`src/rtl/spi_shift_engine_if.sv`:
```
`default_nettype none
// ============================================================================
// Module      : spi_shift_engine_if
// Description : Register-side bus between the APB SPI register controller
//               and the SPI shift engine.
//               master modport : controller (drives control, data, strobes)
//               slave modport  : shift engine (returns status, read data, irq)
//               Signals:
//                 SPICR_1, SPICR_2, SPIBDR : control and baud registers
//                 MWDATA                   : transmit word
//                 tx_load                  : MWDATA written this cycle
//                 status_rd, data_rd       : SPISR / MRDATA read strobes
//                 SPISR, MRDATA, spi_irq   : status, received word, interrupt
// Revision    : 1.0 - initial release
// ============================================================================
interface spi_shift_engine_if;
  logic [7:0]  SPICR_1;
  logic [7:0]  SPICR_2;
  logic [7:0]  SPIBDR;
  logic [31:0] MWDATA;
  logic        tx_load;
  logic        status_rd;
  logic        data_rd;
  logic [7:0]  SPISR;
  logic [31:0] MRDATA;
  logic        spi_irq;

  modport master (
    output SPICR_1, SPICR_2, SPIBDR, MWDATA, tx_load, status_rd, data_rd,
    input  SPISR, MRDATA, spi_irq
  );

  modport slave (
    input  SPICR_1, SPICR_2, SPIBDR, MWDATA, tx_load, status_rd, data_rd,
    output SPISR, MRDATA, spi_irq
  );
endinterface
`default_nettype wire

```
`src/rtl/spi_shift_engine.sv`:
```
`default_nettype none
// ============================================================================
// Module      : spi_shift_engine
// Description : Master-mode SPI serializer. Single-entry transmit buffer,
//               PCLK-based baud generator and transfer FSM
//               (IDLE -> SETUP -> SHIFT -> HOLD -> GAP -> IDLE).
//               Ports:
//                 PCLK, PRESETn : clock, asynchronous active-low reset
//                 bus           : controller register interface (slave side)
//                 MISO, SS_IN_n : serial input, mode-fault sense
//                 SCLK, MOSI    : serial clock and output
//                 SS_n          : slave select, active low
// Revision    : 1.0 - initial release
// ============================================================================
module spi_shift_engine #(
  parameter int DATA_W = 8
) (
  input  wire               PCLK,
  input  wire               PRESETn,
  spi_shift_engine_if.slave bus,
  input  wire               MISO,
  input  wire               SS_IN_n,
  output logic              SCLK,
  output logic              MOSI,
  output logic              SS_n
);

  localparam logic [2:0] c_ST_IDLE  = 3'd0;
  localparam logic [2:0] c_ST_SETUP = 3'd1;
  localparam logic [2:0] c_ST_SHIFT = 3'd2;
  localparam logic [2:0] c_ST_HOLD  = 3'd3;
  localparam logic [2:0] c_ST_GAP   = 3'd4;

  // Index of the final SCLK half-period inside SHIFT.
  localparam logic [5:0] c_LAST_EDGE = 6'(2 * DATA_W - 1);

  // Control field decode
  logic w_spe, w_sptie, w_mstr, w_cpol, w_cpha, w_ssoe, w_lsbfe;
  assign w_spe   = bus.SPICR_1[6];
  assign w_sptie = bus.SPICR_1[5];
  assign w_mstr  = bus.SPICR_1[4];
  assign w_cpol  = bus.SPICR_1[3];
  assign w_cpha  = bus.SPICR_1[2];
  assign w_ssoe  = bus.SPICR_1[1];
  assign w_lsbfe = bus.SPICR_1[0];

  // SPC0 is ignored (pins are always unidirectional), as are reserved bits.
  logic w_unused;
  assign w_unused = ^{bus.SPICR_2, bus.SPICR_1[7], bus.SPIBDR[7],
                      bus.SPIBDR[3], bus.MWDATA[31:DATA_W]};

  logic [2:0]        r_state, w_next_state;
  logic [10:0]       r_cnt, r_half, w_half;
  logic [5:0]        r_edge, w_k;
  logic [DATA_W-1:0] r_buf, r_tx, r_rx, r_mrdata;
  logic [DATA_W-1:0] w_tx_src, w_tx_shift;
  logic              r_buf_full, r_mosi, r_spif, r_modf;
  logic              w_active, w_modf_set, w_last, w_tx_bit;
  logic              w_start, w_step, w_drive, w_sample, w_done, w_busy, w_timed;

  assign w_active   = w_spe & w_mstr & ~r_modf;
  assign w_modf_set = w_spe & w_mstr & ~w_ssoe & ~SS_IN_n;

  // Half-period length: (SPPR+1) << SPR, 1..1024 PCLK cycles.
  assign w_half = ({8'd0, bus.SPIBDR[6:4]} + 11'd1) << bus.SPIBDR[2:0];
  assign w_last = (r_cnt == (r_half - 11'd1));

  // Transmit serializer: the first bit comes from the buffer when the
  // transfer starts, later bits from the shift register.
  assign w_tx_src   = w_start ? r_buf : r_tx;
  assign w_tx_bit   = w_lsbfe ? w_tx_src[0] : w_tx_src[DATA_W-1];
  assign w_tx_shift = w_lsbfe ? {1'b0, w_tx_src[DATA_W-1:1]}
                              : {w_tx_src[DATA_W-2:0], 1'b0};

  // ---------------------------------------------------------------- FSM state
  always_ff @(posedge PCLK or negedge PRESETn) begin
    if (!PRESETn) r_state <= c_ST_IDLE;
    else          r_state <= w_next_state;
  end

  // ---------------------------------------------------------------- next state
  always_comb begin
    w_next_state = r_state;
    if (!w_active) begin
      w_next_state = c_ST_IDLE;
    end else begin
      case (r_state)
        c_ST_IDLE:  if (r_buf_full) w_next_state = c_ST_SETUP;
        c_ST_SETUP: if (w_last) w_next_state = c_ST_SHIFT;
        c_ST_SHIFT: if (w_last && (r_edge == c_LAST_EDGE)) w_next_state = c_ST_HOLD;
        c_ST_HOLD:  if (w_last) w_next_state = c_ST_GAP;
        c_ST_GAP:   if (w_last) w_next_state = c_ST_IDLE;
        default:    w_next_state = c_ST_IDLE;
      endcase
    end
  end

  // ---------------------------------------------------------------- outputs
  always_comb begin
    w_start  = 1'b0;
    w_step   = 1'b0;
    w_k      = 6'd0;
    w_drive  = 1'b0;
    w_sample = 1'b0;
    w_done   = 1'b0;
    w_busy   = 1'b0;
    w_timed  = 1'b0;
    if (w_active) begin
      case (r_state)
        c_ST_IDLE:  w_start = r_buf_full;
        c_ST_SETUP: begin
          w_busy  = 1'b1;
          w_timed = 1'b1;
          w_step  = w_last;
        end
        c_ST_SHIFT: begin
          w_busy  = 1'b1;
          w_timed = 1'b1;
          w_step  = w_last && (r_edge != c_LAST_EDGE);
          w_k     = r_edge + 6'd1;
        end
        c_ST_HOLD: begin
          w_busy  = 1'b1;
          w_timed = 1'b1;
          w_done  = w_last;
        end
        c_ST_GAP:   w_timed = 1'b1;
        default:    w_timed = 1'b0;
      endcase
    end
    // w_step marks the PCLK edge that opens half-period w_k (an SCLK edge).
    // Even w_k is a leading edge, odd w_k a trailing edge. With CPHA=0 the
    // drive after the last trailing edge is suppressed: no bits remain.
    if (w_step) begin
      if (w_cpha) begin
        w_drive  = ~w_k[0];
        w_sample = w_k[0];
      end else begin
        w_drive  = w_k[0] && (w_k != c_LAST_EDGE);
        w_sample = ~w_k[0];
      end
    end
    SS_n = ~w_busy;
    if (!w_spe)
      SCLK = 1'b0;
    else if (w_active && (r_state == c_ST_SHIFT))
      SCLK = w_cpol ^ ~r_edge[0];
    else
      SCLK = w_cpol;
  end

  // ---------------------------------------------------------------- datapath
  always_ff @(posedge PCLK or negedge PRESETn) begin
    if (!PRESETn) begin
      r_cnt      <= 11'd0;
      r_half     <= 11'd1;
      r_edge     <= 6'd0;
      r_buf      <= '0;
      r_buf_full <= 1'b0;
      r_tx       <= '0;
      r_rx       <= '0;
      r_mosi     <= 1'b0;
      r_mrdata   <= '0;
      r_spif     <= 1'b0;
      r_modf     <= 1'b0;
    end else begin
      // Set has priority; a read only clears once the fault input is released.
      r_modf <= w_modf_set | (r_modf & ~(bus.status_rd & SS_IN_n));

      // An inactive engine holds no pending data.
      if (!w_active) begin
        r_buf_full <= 1'b0;
      end else if (w_start) begin
        r_buf_full <= 1'b0;
      end else if (bus.tx_load && !r_buf_full) begin
        r_buf      <= bus.MWDATA[DATA_W-1:0];
        r_buf_full <= 1'b1;
      end

      // Baud timing; SPIBDR is sampled only when a transfer starts.
      if (w_start) begin
        r_half <= w_half;
        r_cnt  <= 11'd0;
        r_edge <= 6'd0;
      end else if (w_timed) begin
        if (w_last) begin
          r_cnt <= 11'd0;
          if (r_state == c_ST_SHIFT) r_edge <= r_edge + 6'd1;
        end else begin
          r_cnt <= r_cnt + 11'd1;
        end
      end

      // Shift registers
      if (w_start) begin
        r_tx <= w_cpha ? r_buf : w_tx_shift;
        r_rx <= '0;
      end else if (w_drive) begin
        r_tx <= w_tx_shift;
      end
      if ((w_start && !w_cpha) || w_drive) r_mosi <= w_tx_bit;
      if (w_sample)
        r_rx <= w_lsbfe ? {MISO, r_rx[DATA_W-1:1]} : {r_rx[DATA_W-2:0], MISO};

      // Completion beats a simultaneous data read.
      if (w_done) begin
        r_mrdata <= r_rx;
        r_spif   <= 1'b1;
      end else if (bus.data_rd) begin
        r_spif <= 1'b0;
      end
    end
  end

  assign MOSI        = r_mosi;
  assign bus.SPISR   = {r_spif, 1'b0, ~r_buf_full, r_modf, 4'b0000};
  assign bus.MRDATA  = {{(32-DATA_W){1'b0}}, r_mrdata};
  assign bus.spi_irq = (w_sptie & ~r_buf_full) | r_modf;

endmodule
`default_nettype wire

```
`src/flat_wrapper.sv`:
```
// flat-port wrapper written by rule: the top's interface ports become plain ports
module spi_shift_engine_flat 
#(
  parameter int DATA_W = 8
)
  (PCLK, PRESETn, MISO, SS_IN_n, SCLK, MOSI, SS_n, bus_SPICR_1, bus_SPICR_2, bus_SPIBDR, bus_MWDATA, bus_tx_load, bus_status_rd, bus_data_rd, bus_SPISR, bus_MRDATA, bus_spi_irq);
  spi_shift_engine_if bus_i ();
  input  wire PCLK;
  input  wire PRESETn;
  input  wire MISO;
  input  wire SS_IN_n;
  output logic SCLK;
  output logic MOSI;
  output logic SS_n;
  input wire logic [$bits(bus_i.SPICR_1)-1:0] bus_SPICR_1;
  input wire logic [$bits(bus_i.SPICR_2)-1:0] bus_SPICR_2;
  input wire logic [$bits(bus_i.SPIBDR)-1:0] bus_SPIBDR;
  input wire logic [$bits(bus_i.MWDATA)-1:0] bus_MWDATA;
  input wire logic [$bits(bus_i.tx_load)-1:0] bus_tx_load;
  input wire logic [$bits(bus_i.status_rd)-1:0] bus_status_rd;
  input wire logic [$bits(bus_i.data_rd)-1:0] bus_data_rd;
  output wire logic [$bits(bus_i.SPISR)-1:0] bus_SPISR;
  output wire logic [$bits(bus_i.MRDATA)-1:0] bus_MRDATA;
  output wire logic [$bits(bus_i.spi_irq)-1:0] bus_spi_irq;
  assign bus_i.SPICR_1 = bus_SPICR_1;
  assign bus_i.SPICR_2 = bus_SPICR_2;
  assign bus_i.SPIBDR = bus_SPIBDR;
  assign bus_i.MWDATA = bus_MWDATA;
  assign bus_i.tx_load = bus_tx_load;
  assign bus_i.status_rd = bus_status_rd;
  assign bus_i.data_rd = bus_data_rd;
  assign bus_SPISR = bus_i.SPISR;
  assign bus_MRDATA = bus_i.MRDATA;
  assign bus_spi_irq = bus_i.spi_irq;
  spi_shift_engine #(.DATA_W(DATA_W)) u_core (.PCLK(PCLK), .PRESETn(PRESETn), .bus(bus_i), .MISO(MISO), .SS_IN_n(SS_IN_n), .SCLK(SCLK), .MOSI(MOSI), .SS_n(SS_n));
endmodule
```
`config.mk`:
```
export PLATFORM = sky130hd
export DESIGN_NAME = spi_shift_engine_flat
export DESIGN_NICKNAME = d
export VERILOG_FILES = /design/src/rtl/spi_shift_engine_if.sv /design/src/rtl/spi_shift_engine.sv /design/src/flat_wrapper.sv
export SDC_FILE = /design/constraint.sdc
export NUM_CORES = 1
export LEC_CHECK = 0
export BUFFER_PORTS_ARGS = -buffer_cell sky130_fd_sc_hd__buf_2
export CAP_MARGIN = 10
export CORE_AREA = 2 2 107 109
export CTS_CLUSTER_DIAMETER = 30
export DETAILED_ROUTE_END_ITERATION = 10
export DIE_AREA = 0 0 109 111
export GPL_TIMING_DRIVEN = 0
export SYNTH_ARGS = -nofsm -noshare
export SYNTH_HDL_FRONTEND = slang
export SYNTH_SLANG_ARGS = --single-unit
```
`constraint.sdc`:
```
create_clock -name PCLK -period 3.1 [get_ports PCLK]
set_clock_uncertainty 0.2 [all_clocks]
set_input_delay 0.155 -clock PCLK [delete_from_list [all_inputs] [get_ports PCLK]]
set_output_delay 0.155 -clock PCLK [all_outputs]
set_load 0.02 [all_outputs]
```
==> run_results.csv <==
group,metric,value,unit
run_status,status,"completed",
power,p_leak,0.00240,µW
place,globalplace.congestion,0.810,
drt,wl_per_cell,14.3,µm
sta,drv_slew,0,
power,p_sw,897,µW
layout,antennaDiodeCount,0,
critical_path,start_kind,"register",
grt,busiest_layer,"met2",
clocking,htree_levels,3,
layout,multi_input_area,0.00229,mm²
drt,dr_total_vias,3619,
floorplanning,initial_core_util,38.4,%
place,dp_hpwl,7.11,mm
clocking,clock_path_buffers,2,
yosys,synthCells,463,
floorplanning,row_count,39,
grt,grt.met2_usage,27.5,%
drt,drtIter0Drc,221,
clocking,cts-root-buf,"clkbuf_16",
layout,seqCellArea,0.00168,mm²
sta,setup_violations,0,
critical_path,worstSetupPathType,"reg -> reg",
power,powerDensity,550,mW/mm²
critical_path,r2r-end,"u_core.r_mrdata[3]$_DFFE_PN0P_",
power,intPower,2020,µW
critical_path,setup.reg_to_reg.worst_slack,150,ps
layout,n_fill_cell,1066,
clocking,numCtsBuffers,9,
critical_path,worstRegToRegCells,9,
grt,grt_max_degree,68,
critical_path,cp.required,3110,ps
power,clkPwrFrac,38.4,%
grt,antenna_found_initial,0,
yosys,ys_top_cells_by_count,"66 x dfrtp_1, 57 x nand2_1, 32 x buf_4",
place,dpl.cell_count,674,
layout,synthToLayoutAreaGrowth,24.5,%
yosys,ys_warn_count,0,
power,pwr-share-seq,38.7,%
yosys,ys_async_sr_fraction,100,%
grt,gr-total-overflow,0,
sta,hold_violations,0,
layout,fin_nets,628,
yosys,synth.avg_cell_area,9.19,µm²
yosys,synth_top_area_cell,"dfrtp_1",
layout,stdcell_count,709,
layout,finish.instance_area,0.00530,mm²
clocking,clk_pin_slew,60,ps
power,switching_share,30.8,%
yosys,synth_edf_count,0,
min_path,min_to,"u_core.r_half[10]$_DFFE_PN0P_",
yosys,synth_area_leaders,"dfrtp_1 39%, mux2_2 6.3%, mux2i_1 5.6%",
yosys,ys.flop_type,"dfrtp_1",
sta,period_share,95.2,%
flow_run,drv_cap,0,
floorplanning,die_y,111,µm
grt,grt_pass1_wl,16.7,mm
min_path,hold_path.class,"in -> reg",
floorplanning,dieArea,0.0121,mm²
drt,viasPerCell,5.10,
critical_path,cp.arrival,2960,ps
floorplanning,core-area,0.0111,mm²
power,pwr-share-comb,22.9,%
place,port_buffers,39,
yosys,yosysTopAreaCellShare,38.8,%
grt,use_met1,23.9,%
clocking,clock_sinks,67,
drt,ant_nets,0,
sta,slew_headroom,42.2,%
grt,track_usage,17.3,%
layout,drive_gt1_share,24.4,%
power,peakVddDrop,248,µV
floorplanning,ioPinCount,107,
yosys,synth_seq_area_share,39.4,%
grt,grt_pass1_vias,3474,
yosys,synth.most_common_cell,"dfrtp_1",
yosys,ys_ff_latch,67,
yosys,synth_cell_types,63,
place,placed_cell_area,0.00474,mm²
drt,drc_errors,0,
drt,routed_wl,10.1,mm
sta,fmaxAchievable,339,MHz
min_path,worstHoldStart,"bus_SPIBDR[5]",
grt,grt_use_met3,2.82,%
clocking,clk_latency,330,ps
sta,tightest_slew,867,ps
min_path,hold_depth,3,
critical_path,worstReg2RegStart,"u_core.r_half[0]$_DFFE_PN1P_",
drt,dr.pass1.iters,4,
critical_path,end_kind,"register",
clocking,cts_tree,"done",
yosys,synthesis.area,0.00426,mm²
sta,final.min_clock_period,2950,ps
critical_path,crit_fanout,8,
floorplanning,die-width,109,µm
registers in the layout (all words and copies together), names as in the netlist:
name / count
u_core.MOSI: 1
u_core.r_buf: 8
u_core.r_buf_full: 1
u_core.r_cnt: 11
u_core.r_edge: 6
u_core.r_half: 11
u_core.r_modf: 1
u_core.r_mrdata: 8
u_core.r_rx: 8
u_core.r_spif: 1
u_core.r_state: 3
u_core.r_tx: 8
how the worst max path moves through the flow:
stage	end	slack [ps]	cells past startpoint	startpoint
floorplan	u_core.r_mrdata[0]$_DFFE_PN0P_	230	7	u_core.r_half[4]$_DFFE_PN0P_
global placement	u_core.r_half[5]$_DFFE_PN0P_	-190	8	u_core.r_state[2]$_DFFE_PN0P_
detailed placement	u_core.r_half[5]$_DFFE_PN0P_	-170	8	u_core.r_state[2]$_DFFE_PN0P_
CTS	u_core.r_tx[0]$_DFFE_PN0P_	20	6	u_core.r_half[2]$_DFFE_PN0P_
global route	u_core.r_half[5]$_DFFE_PN0P_	-30	8	u_core.r_state[2]$_DFFE_PN0P_
finish	u_core.r_mrdata[3]$_DFFE_PN0P_	150	9	u_core.r_half[0]$_DFFE_PN1P_
placed cells by master (no fill, tap or decap), types with 7 or more instances in the layout:
cell type / n
dlygate4sd3_1: 16
dfrtp_1: 66
nand2b_1: 7
xnor2_1: 8
nand2_1: 57
buf_2: 40
mux2_2: 24
a21oi_1: 13
inv_1: 21
nor2_1: 20
o22ai_1: 10
conb_1: 29
o21ai_0: 27
nand3_1: 21
clkbuf_16: 9
a211oi_1: 7
clkbuf_1: 20
buf_4: 35
mux2i_1: 24
nor3_1: 12
power groups by stage:
stage	clock [µW]	sequential (µW)	combinational, µW
2_1_floorplan	0	1090	510
3_3_place_gp	0	1130	620
3_5_place_dp	0	1130	642
4_1_cts	1130	1120	663
5_1_grt	1160	1150	751
6_report	1120	1130	667
repair_timing:
| item | in CTS | in global routing |
|---|---|---|
| resized for setup | 2 | 8 |
| hold buffers | 16 | 0 |
| endpoints found under the setup margin | 33 | 40 |
| hold endpoints to repair | 82 | 0 |
| setup buffers | 1 | 2 |
| pin swaps | 1 | 2 |
cell families (layout without fill, tap and decap cells):
family / after synthesis / in the layout / share of synthesized area [%]
DFF: 67 / 67 / 39.4
other: 1 / 29 / 0.0881
adders and majority gates: 4 / 4 / 1.18
buffers and inverters: 78 / 153 / 9.91
muxes: 49 / 49 / 12.5
AOI/OAI and AO/OA: 89 / 89 / 13.8
and+or+nand+nor: 161 / 161 / 19.9
xor gates and xnor gates: 14 / 14 / 3.20
cell type report:
type / instances / share of cell area [%]
tap: 143 / 3.38
timing repair buffer: 59 / 7.51
inverter: 21 / 1.49
sequential: 67 / 31.7
clock inverter: 7 / 1.94
clock buffer: 9 / 4.25
buffer: 57 / 6.54
multi-input combinational: 346 / 43.2
layer usage:
metal / vias up / share of wire (%) / wire (µm)
met5: - / 0 / 0
met4: 0 / 1.2 / 126
met3: 9 / 4.0 / 406
met2: 78 / 47 / 4780
met1: 1734 / 48 / 4830
li1: 1798 / - / -
worst max-delay path, cell delays in order, from the launching register on:
cell and delay [ps]:
dfstp_2 380, inv_1 70, ha_1 200, nor3b_1 460
a21oi_1 130, a211oi_1 480, nand4_4 220, nor3_4 200
buf_12 150, mux2_2 330
per-stage QoR:
| step | util, % | setup TNS, ps | hold slack (ps) | worst slack, ps | power, µW |
|---|---|---|---|---|---|
| after CTS | 47.5 | 0 | 3.16 | 15.5 | 2920 |
| after floorplan | - | 0 | -341 | 233 | 1610 |
| after detailed placement | 42.8 | -1990 | 138 | -173 | 1770 |
| final | 47.8 | 0 | 15.0 | 148 | 2910 |
| after global placement | 42.8 | -1990 | 144 | -191 | 1750 |
| after global routing | 47.8 | -53.0 | 26.6 | -31.9 | 3060 |
No activity file was read; power rests on OpenSTA's default activity.
